==> src/rtl/alarm_timekeeper_if.sv <==
// Control inputs and display/ring outputs of the alarm timekeeper.
// The bench drives the master side; the timekeeper is the slave.
interface alarm_timekeeper_if;
    logic       tick;
    logic       set_time;
    logic       set_alarm;
    logic       inc_min;
    logic       inc_hour;
    logic       alarm_en;
    logic       stop;
    logic [6:0] cur_hour;
    logic [6:0] cur_min;
    logic [5:0] cur_sec;
    logic [6:0] alm_hour;
    logic [6:0] alm_min;
    logic       show_alarm;
    logic       alarm_ring;

    modport master (
        output tick, set_time, set_alarm, inc_min, inc_hour, alarm_en, stop,
        input  cur_hour, cur_min, cur_sec, alm_hour, alm_min, show_alarm, alarm_ring
    );

    modport slave (
        input  tick, set_time, set_alarm, inc_min, inc_hour, alarm_en, stop,
        output cur_hour, cur_min, cur_sec, alm_hour, alm_min, show_alarm, alarm_ring
    );
endinterface

==> src/rtl/alarm_timekeeper.sv <==
// Time-of-day counter and alarm registers with button-driven set modes.
// The ring output is held for RING_SECONDS ticks unless it is silenced earlier.
module alarm_timekeeper #(
    parameter int RING_SECONDS   = 60,
    parameter int ALARM_RST_HOUR = 7,
    parameter int ALARM_RST_MIN  = 0
) (
    input  logic              clk,
    input  logic              rst,
    alarm_timekeeper_if.slave bus
);
    localparam logic [1:0] MODE_RUN       = 2'd0;
    localparam logic [1:0] MODE_SET_TIME  = 2'd1;
    localparam logic [1:0] MODE_SET_ALARM = 2'd2;

    logic [6:0] cur_hour_q, cur_hour_d;
    logic [6:0] cur_min_q, cur_min_d;
    logic [5:0] cur_sec_q, cur_sec_d;
    logic [6:0] alm_hour_q, alm_hour_d;
    logic [6:0] alm_min_q, alm_min_d;
    logic [1:0] mode_q, mode_d;
    logic       ring_q, ring_d;
    logic [6:0] ring_cnt_q, ring_cnt_d;
    logic       inc_min_prev_q, inc_min_prev_d;
    logic       inc_hour_prev_q, inc_hour_prev_d;
    logic       min_edge, hour_edge, match, ring_clear;

    always_comb begin
        mode_d = MODE_RUN;
        if (bus.set_time)
            mode_d = MODE_SET_TIME;
        else if (bus.set_alarm)
            mode_d = MODE_SET_ALARM;

        min_edge        = bus.inc_min & ~inc_min_prev_q;
        hour_edge       = bus.inc_hour & ~inc_hour_prev_q;
        inc_min_prev_d  = bus.inc_min;
        inc_hour_prev_d = bus.inc_hour;

        cur_hour_d = cur_hour_q;
        cur_min_d  = cur_min_q;
        cur_sec_d  = cur_sec_q;
        alm_hour_d = alm_hour_q;
        alm_min_d  = alm_min_q;

        if (mode_d == MODE_SET_TIME) begin
            cur_sec_d = 6'd0;
            if (min_edge)
                cur_min_d = (cur_min_q == 7'd59) ? 7'd0 : cur_min_q + 7'd1;
            if (hour_edge)
                cur_hour_d = (cur_hour_q == 7'd23) ? 7'd0 : cur_hour_q + 7'd1;
        end else begin
            if (bus.tick) begin
                if (cur_sec_q != 6'd59) begin
                    cur_sec_d = cur_sec_q + 6'd1;
                end else begin
                    cur_sec_d = 6'd0;
                    if (cur_min_q != 7'd59) begin
                        cur_min_d = cur_min_q + 7'd1;
                    end else begin
                        cur_min_d  = 7'd0;
                        cur_hour_d = (cur_hour_q == 7'd23) ? 7'd0 : cur_hour_q + 7'd1;
                    end
                end
            end
            if (mode_d == MODE_SET_ALARM) begin
                if (min_edge)
                    alm_min_d = (alm_min_q == 7'd59) ? 7'd0 : alm_min_q + 7'd1;
                if (hour_edge)
                    alm_hour_d = (alm_hour_q == 7'd23) ? 7'd0 : alm_hour_q + 7'd1;
            end
        end

        // Match looks at the next-state time so midnight alarms fire on the wrap tick.
        match = bus.tick && (mode_d != MODE_SET_TIME) && bus.alarm_en &&
                (cur_sec_d == 6'd0) && (cur_min_d == alm_min_q) &&
                (cur_hour_d == alm_hour_q);
        ring_clear = bus.stop || !bus.alarm_en || (mode_d == MODE_SET_TIME);

        ring_d     = ring_q;
        ring_cnt_d = ring_cnt_q;
        if (ring_clear) begin
            ring_d     = 1'b0;
            ring_cnt_d = 7'd0;
        end else if (match) begin
            ring_d     = 1'b1;
            ring_cnt_d = 7'(RING_SECONDS);
        end else if (ring_q && bus.tick && (ring_cnt_q != 7'd0)) begin
            ring_cnt_d = ring_cnt_q - 7'd1;
            if (ring_cnt_q == 7'd1)
                ring_d = 1'b0;
        end
    end

    always_ff @(posedge clk or posedge rst) begin
        if (rst) begin
            cur_hour_q      <= 7'd0;
            cur_min_q       <= 7'd0;
            cur_sec_q       <= 6'd0;
            alm_hour_q      <= 7'(ALARM_RST_HOUR);
            alm_min_q       <= 7'(ALARM_RST_MIN);
            mode_q          <= MODE_RUN;
            ring_q          <= 1'b0;
            ring_cnt_q      <= 7'd0;
            inc_min_prev_q  <= 1'b0;
            inc_hour_prev_q <= 1'b0;
        end else begin
            cur_hour_q      <= cur_hour_d;
            cur_min_q       <= cur_min_d;
            cur_sec_q       <= cur_sec_d;
            alm_hour_q      <= alm_hour_d;
            alm_min_q       <= alm_min_d;
            mode_q          <= mode_d;
            ring_q          <= ring_d;
            ring_cnt_q      <= ring_cnt_d;
            inc_min_prev_q  <= inc_min_prev_d;
            inc_hour_prev_q <= inc_hour_prev_d;
        end
    end

    assign bus.cur_hour   = cur_hour_q;
    assign bus.cur_min    = cur_min_q;
    assign bus.cur_sec    = cur_sec_q;
    assign bus.alm_hour   = alm_hour_q;
    assign bus.alm_min    = alm_min_q;
    assign bus.show_alarm = (mode_q == MODE_SET_ALARM);
    assign bus.alarm_ring = ring_q;
endmodule

==> src/flat_wrapper.sv <==
// flat-port wrapper written by rule: the top's interface ports become plain ports
module alarm_timekeeper_flat 
#(
    parameter int RING_SECONDS   = 60,
    parameter int ALARM_RST_HOUR = 7,
    parameter int ALARM_RST_MIN  = 0
)
  (clk, rst, bus_tick, bus_set_time, bus_set_alarm, bus_inc_min, bus_inc_hour, bus_alarm_en, bus_stop, bus_cur_hour, bus_cur_min, bus_cur_sec, bus_alm_hour, bus_alm_min, bus_show_alarm, bus_alarm_ring);
  alarm_timekeeper_if bus_i ();
  input  logic clk;
  input  logic rst;
  input wire logic [$bits(bus_i.tick)-1:0] bus_tick;
  input wire logic [$bits(bus_i.set_time)-1:0] bus_set_time;
  input wire logic [$bits(bus_i.set_alarm)-1:0] bus_set_alarm;
  input wire logic [$bits(bus_i.inc_min)-1:0] bus_inc_min;
  input wire logic [$bits(bus_i.inc_hour)-1:0] bus_inc_hour;
  input wire logic [$bits(bus_i.alarm_en)-1:0] bus_alarm_en;
  input wire logic [$bits(bus_i.stop)-1:0] bus_stop;
  output wire logic [$bits(bus_i.cur_hour)-1:0] bus_cur_hour;
  output wire logic [$bits(bus_i.cur_min)-1:0] bus_cur_min;
  output wire logic [$bits(bus_i.cur_sec)-1:0] bus_cur_sec;
  output wire logic [$bits(bus_i.alm_hour)-1:0] bus_alm_hour;
  output wire logic [$bits(bus_i.alm_min)-1:0] bus_alm_min;
  output wire logic [$bits(bus_i.show_alarm)-1:0] bus_show_alarm;
  output wire logic [$bits(bus_i.alarm_ring)-1:0] bus_alarm_ring;
  assign bus_i.tick = bus_tick;
  assign bus_i.set_time = bus_set_time;
  assign bus_i.set_alarm = bus_set_alarm;
  assign bus_i.inc_min = bus_inc_min;
  assign bus_i.inc_hour = bus_inc_hour;
  assign bus_i.alarm_en = bus_alarm_en;
  assign bus_i.stop = bus_stop;
  assign bus_cur_hour = bus_i.cur_hour;
  assign bus_cur_min = bus_i.cur_min;
  assign bus_cur_sec = bus_i.cur_sec;
  assign bus_alm_hour = bus_i.alm_hour;
  assign bus_alm_min = bus_i.alm_min;
  assign bus_show_alarm = bus_i.show_alarm;
  assign bus_alarm_ring = bus_i.alarm_ring;
  alarm_timekeeper #(.RING_SECONDS(RING_SECONDS), .ALARM_RST_HOUR(ALARM_RST_HOUR), .ALARM_RST_MIN(ALARM_RST_MIN)) u_core (.clk(clk), .rst(rst), .bus(bus_i));
endmodule
==> config.mk <==
export PLATFORM = sky130hd
export DESIGN_NAME = alarm_timekeeper_flat
export DESIGN_NICKNAME = d
export VERILOG_FILES = /design/src/rtl/alarm_timekeeper_if.sv /design/src/rtl/alarm_timekeeper.sv /design/src/flat_wrapper.sv
export SDC_FILE = /design/constraint.sdc
export NUM_CORES = 1
export LEC_CHECK = 0
export ABC_AREA = 1
export ABC_CLOCK_PERIOD_IN_PS = 3700
export BUFFER_PORTS_ARGS = -buffer_cell sky130_fd_sc_hd__clkbuf_2
export CORE_MARGIN = 1.5
export CORE_UTILIZATION = 40
export CTS_CLUSTER_SIZE = 25
export DETAILED_ROUTE_END_ITERATION = 8
export PLACE_DENSITY = 0.69
export SYNTH_ARGS = -nofsm -noshare
export SYNTH_HDL_FRONTEND = slang
export SYNTH_SLANG_ARGS = --single-unit
==> constraint.sdc <==
create_clock -name clk -period 3.7 [get_ports clk]
set_input_delay 0.555 -clock clk [delete_from_list [all_inputs] [get_ports clk]]
set_output_delay 0.555 -clock clk [all_outputs]
set_load 0.005 [all_outputs]
# Word-level counts from Yosys, hierarchy flattened
# Cells that the tools add are included.
# totals
register_bits,46
out_inout_bits,36
wordCells,77
# op_classes
addsub,6
eq_ne,13
mux,26
n_bitwise,5
reduce_logical,17
# ops
op,n
$mux 7,17
$add 7x1->7 const B,4
$mux 6,3
$eq 7x5->1 const B,2
$eq 7x6->1 const B,2
$eq 7x7->1,2
$eq 7x1->1 const B,1
$logic_and 1x1->1,7
$ne 7x6->1 const B,1
$reduce_bool 7->1,1
$sub 7x1->7 const B,1
$add 6x1->6 const B,1
$logic_not 6->1,1
$ne 6x6->1 const B,1
$reduce_and 3->1,2
$reduce_bool 3->1,2
$eq 2x2->1 const B,2
$mux 1,4
$mux 2,2
$not 1->1,3
$and 1x1->1,2
$eq 2x1->1 const B,1
$logic_or 1x1->1,2
$ne 2x1->1 const B,1
2 further kinds,2

# Depth between registers and ports, before layout
# depth
ltp_word,10
ltp_mapped,19
mapped_depth_nobuf,19

# Worst setup path before layout
# Ideal clock, no wire load.
# synth_timing
path_kind,reg-to-reg
from,"register u_core.cur_min_q[0], in the netlist u_core.bus.cur_min[0]"
to,register u_core.ring_cnt_q[2]
setup_time_ps,117
t_arrival_ps,1975
slack_ps,1608
stages_incl_launch_ff,17
synth_period_minus_slack_ps,2092
cell_sequence,dfrtp_1 ha_1 nand3_1 nor2_4 nand3_4 nand2_4 nand2_2 nand2_2 nand2_2 nand2_2 nand3_1 nor2_2 nand3_4 nand2_4 inv_2 nand2_1 nand2_1
# synth_between
elab_chain_cells,10
word_cells_on_any_way,20
# synth_rtl
element,line,text
start: declaration,alarm_timekeeper.sv:17,"logic [6:0] cur_min_q, cur_min_d;"
start signal: assignment,alarm_timekeeper.sv:109,cur_min_q <= cur_min_d;
$add 7x1->7 or $ne 7x6->1 (tied branches),"alarm_timekeeper.sv:49, alarm_timekeeper.sv:59, alarm_timekeeper.sv:58",
$mux 7,alarm_timekeeper.sv:58,if (cur_min_q != 7'd59) begin
$mux 7,alarm_timekeeper.sv:54,if (cur_sec_q != 6'd59) begin
$mux 7,alarm_timekeeper.sv:53,if (bus.tick) begin
$mux 7,alarm_timekeeper.sv:46,if (mode_d == MODE_SET_TIME) begin
$eq 7x7->1,alarm_timekeeper.sv:76,(cur_sec_d == 6'd0) && (cur_min_d == alm_min_q) &&
$logic_and 1x1->1,alarm_timekeeper.sv:76,
$logic_and 1x1->1 (*),alarm_timekeeper.sv:76,
$mux 7,alarm_timekeeper.sv:85,end else if (match) begin
$mux 7,alarm_timekeeper.sv:82,if (ring_clear) begin
end signal: assignment,alarm_timekeeper.sv:115,ring_cnt_q <= ring_cnt_d;
end: declaration,alarm_timekeeper.sv:23,"logic [6:0] ring_cnt_q, ring_cnt_d;"
# Mark *: on every way between the ends. The rest lies on a longest branch, timed or not.
# A chain may end at the register's enable or synchronous reset.

# Worst setup path in the final report
# layout_timing
from,"register u_core.cur_sec_q[0], in the netlist u_core.bus.cur_sec[0]"
to,register u_core.ring_cnt_q[2]
# layout_between
elab_chain_cells,10
word_cells_on_any_way,20
# layout_rtl
element,line,text
start: declaration,alarm_timekeeper.sv:18,"logic [5:0] cur_sec_q, cur_sec_d;"
start signal: assignment,alarm_timekeeper.sv:110,cur_sec_q <= cur_sec_d;
$add 6x1->6 or $ne 6x6->1 (tied branches),"alarm_timekeeper.sv:55, alarm_timekeeper.sv:54",
$mux 6,alarm_timekeeper.sv:54,
$mux 6,alarm_timekeeper.sv:53,
$mux 6,alarm_timekeeper.sv:46,
$logic_not 6->1,alarm_timekeeper.sv:76,
$logic_and 1x1->1,alarm_timekeeper.sv:75,match = bus.tick && (mode_d != MODE_SET_TIME) && bus.alarm_en &&
$logic_and 1x1->1,alarm_timekeeper.sv:76,
$logic_and 1x1->1 (*),alarm_timekeeper.sv:76,
$mux 7,alarm_timekeeper.sv:85,
$mux 7,alarm_timekeeper.sv:82,
# Marks and branches as above.

==> metrics <==
Relative slew margins 34.8%; ANT nets after route 0; sequential share of the synthesized area approximately 37%; dpl hpwl 5860 µm; HP Start bus_inc_hour; clock root buffer master clkbuf_8; Final Hold Vio Count 0; vias per cell approximately 4.9; flops & latches, synth 46; DRT iter0 DRCs 170; Starting Density 41.0%; Crit path top cell by count nand3_1; Syn Inst Count around 460; Crit path required time 3.89 ns; Die W a little over 90 µm; status finished clean; Final setup viols 0; total gr overflow 0; PortBufs 44; max-cap violations 0; share of cells above drive strength 1 roughly a fifth; RePlAce Congestion 0.863; GRT Util Overall 18.0%; WL/cell 11.9 µm; Slowest-stage cell, CP dfrtp_1; DRT Wirelength 7290 µm; clock-pin slew on the worst setup and hold paths 0.10 ns; minimum clock period 2.45 ns; vias in the first global route 2,720; Multi-input gate area ~1700 µm²; worst-margin pin slew 0.977 ns; first-pass GRT wire length 12,200 µm; ANT cells 0; I/O pin total 45; R2R Setup Slk 1.25 ns; CTS Hold Bufs 0; Hold Path Class in -> reg; number of core rows 32; WHS Path Cells 1; Layout Skew about 0.016 ns; CP cell instances ha_1, nand3_1, nor2_1, nand3_4, nand2_4, nand3_1, nand3_2, nand3_1, nor2_2, nand3_4, nand2_4, inv_2, nand2_1, nand2_1; Yosys cell types 33; Power Density 559 nW/µm²; delay of the slowest critical-path stage 0.44 ns; vias after detailed routing 2,984; Max VDD drop roughly 0.23 mV; clock latency on the worst-skew pair between 0.3 and 0.4 ns; Synth Net Count 476; Finished Layout Cells 611; max-slew violations 0; Ys Warns 0; Residual DRC 0; CTS H-tree lvls 2; Resized cells post-CTS 0; die area roughly 8400 µm²; core area 7690 µm²; TritonCTS Buffers 5; fin nets 525; R2R cell count 14; placed cells ~600; clk buf depth 2; reg2reg start u_core.bus.cur_sec[0]; initial antenna violation count 0; Setup CP Type reg -> reg; unrepaired setup endpoints after global routing false; synthesized area per cell 6.87 µm²; Worst Path Arrival 2.63 ns; clk sinks 46; Max FO, Critical Path 9; synth-to-layout area growth 14.0%; Cell Area, Synth ~3200 µm²; Leak 1.92 nW; Reg-to-Reg End u_core.ring_cnt_q[2]; Filler cells 783; Hold EP u_core.inc_hour_prev_q; period utilisation layout 66.1%; CTS tree done; Setup crit start kind register; CP endpoint kind register; largest net degree at the start of global routing 47; # Post-CTS Setup Buffers 0; TNS Setup 0 ns; Fmax ~410 MHz; 1st-pass router iterations 5; Die H 91.8 µm; register area between 1000 and 1500 µm²
Yosys cell counts:
library cell	n	area, µm²
o21ai_0	10	50.1
xnor2_1	4	35.0
nor2_8	1	20.0
o21bai_1	2	15.0
o21a_1	1	7.51
nor2_4	2	22.5
o21ai_1	1	5.00
nand3_1	42	210
a31oi_1	2	12.5
o21ai_2	2	17.5
inv_2	7	26.3
dfstp_2	3	78.8
nand2_4	4	45.0
o22ai_1	1	6.26
nor3b_1	3	22.5
nand3b_1	1	7.51
inv_4	1	6.26
inv_1	72	270
nand3_4	2	35.0
nor2_2	2	12.5
nor4_1	3	18.8
dfrtp_1	43	1080
buf_4	2	15.0
ha_1	8	100
a21oi_1	9	45.0
nor3_1	9	45.0
nand2_2	11	68.8
nand4_1	6	37.5
nor2_1	47	176
nand3_2	5	50.1
nand2_1	145	544
xor2_1	6	52.6
nor3_2	2	20.0
worst max path at each step:
stage / startpoint / to / slack (ns) / cells after the start
after floorplan: u_core.bus.cur_min[0] / u_core.ring_cnt_q[2] / 1.61 / 16
after global routing: u_core.bus.cur_sec[0] / u_core.ring_cnt_q[2] / 0.97 / 18
final: u_core.bus.cur_sec[0] / u_core.ring_cnt_q[2] / 1.25 / 14
after detailed placement: bus_tick / u_core.ring_cnt_q[2] / 1.21 / 18
after CTS: u_core.bus.cur_sec[0] / u_core.ring_cnt_q[2] / 1.26 / 14
after global placement: bus_set_time / u_core.ring_cnt_q[2] / 1.24 / 17
state kept, by name (all words and copies together), names as in the netlist:
register	cells
u_core.inc_hour_prev_q	1
u_core.mode_q	2
u_core.bus.alarm_ring	1
u_core.bus.alm_hour	7
u_core.bus.cur_min	7
u_core.inc_min_prev_q	1
u_core.bus.cur_hour	7
u_core.bus.alm_min	7
u_core.ring_cnt_q	7
u_core.bus.cur_sec	6
layer usage:
metal / share of wire, % / global-route usage (%) / vias to the layer above / wire, µm
met5: 0 / 0 / - / 0
met4: 2.2 / 6.28 / 0 / 158
met3: 4.6 / 2.57 / 16 / 335
met2: 47 / 30.7 / 80 / 3390
met1: 47 / 23.4 / 1360 / 3400
li1: - / - / 1528 / -
critical path: cells and delay by family (launching register included):
family                     cells  cell delay, ns
DFF                            1            0.44
and+or+nand+nor               12            1.52
adders and majority gates      1            0.30
buffers and inverters          1            0.07
cell usage in the layout, fill, tap and decap left out, types with 4 or more instances in the layout:
| cell type | instances |
|---|---|
| nand2_4 | 4 |
| nand4_1 | 6 |
| clkbuf_2 | 44 |
| inv_2 | 8 |
| ha_1 | 8 |
| xnor2_1 | 4 |
| nand3_2 | 5 |
| inv_1 | 71 |
| nand3_1 | 42 |
| nor2_1 | 47 |
| nand2_2 | 11 |
| o21ai_0 | 10 |
| dfrtp_1 | 43 |
| clkbuf_8 | 5 |
| xor2_1 | 6 |
| a21oi_1 | 9 |
| nor3_1 | 9 |
| nand2_1 | 145 |
final cells by class:
cell class / count / area share (%)
clock buffer: 5 / 1.91
clock inverter: 3 / 1.11
inverter: 80 / 8.42
multi-input combinational: 331 / 46.8
sequential: 46 / 32.1
tap: 102 / 3.55
timing repair buffer: 44 / 6.12
kinds of logic (layout without fill, tap and decap cells):
| group | Yosys count | in the layout | synth area share (%) |
|---|---|---|---|
| AND/OR/NAND/NOR | 285 | 285 | 42.3 |
| buffers and inverters | 82 | 132 | 10.1 |
| flip-flops | 46 | 46 | 36.6 |
| AO/OA/AOI/OAI | 28 | 28 | 5.04 |
| XOR/XNOR | 10 | 10 | 2.78 |
| adder cells (fa/ha/maj) | 8 | 8 | 3.17 |
metrics by stage:
stage / area [µm²] / util (%) / hold slack, ns / power, W / worst slack [ns]
6_report: 3600 / 46.8 / 0.359 / 0.00201 / 1.25
5_1_grt: 3600 / 46.8 / 0.353 / 0.00218 / 0.969
4_1_cts: 3600 / 46.8 / 0.358 / 0.00202 / 1.26
3_5_place_dp: 3490 / 45.4 / 0.500 / 0.00164 / 1.21
3_3_place_gp: 3490 / 45.4 / 0.500 / 0.00162 / 1.24
2_1_floorplan: 3160 / - / 0.465 / 0.00135 / 1.61
power breakdown:
part / switching [W] / total [W] / leakage [nW] / internal (W)
Clock: 0.000181 / 0.000380 / 0.0579 / 0.000199
Sequential: 0.000163 / 0.000796 / 0.550 / 0.000632
Combinational: 0.000521 / 0.000837 / 1.31 / 0.000316
Note: power is estimated with default switching activity, not from simulation.
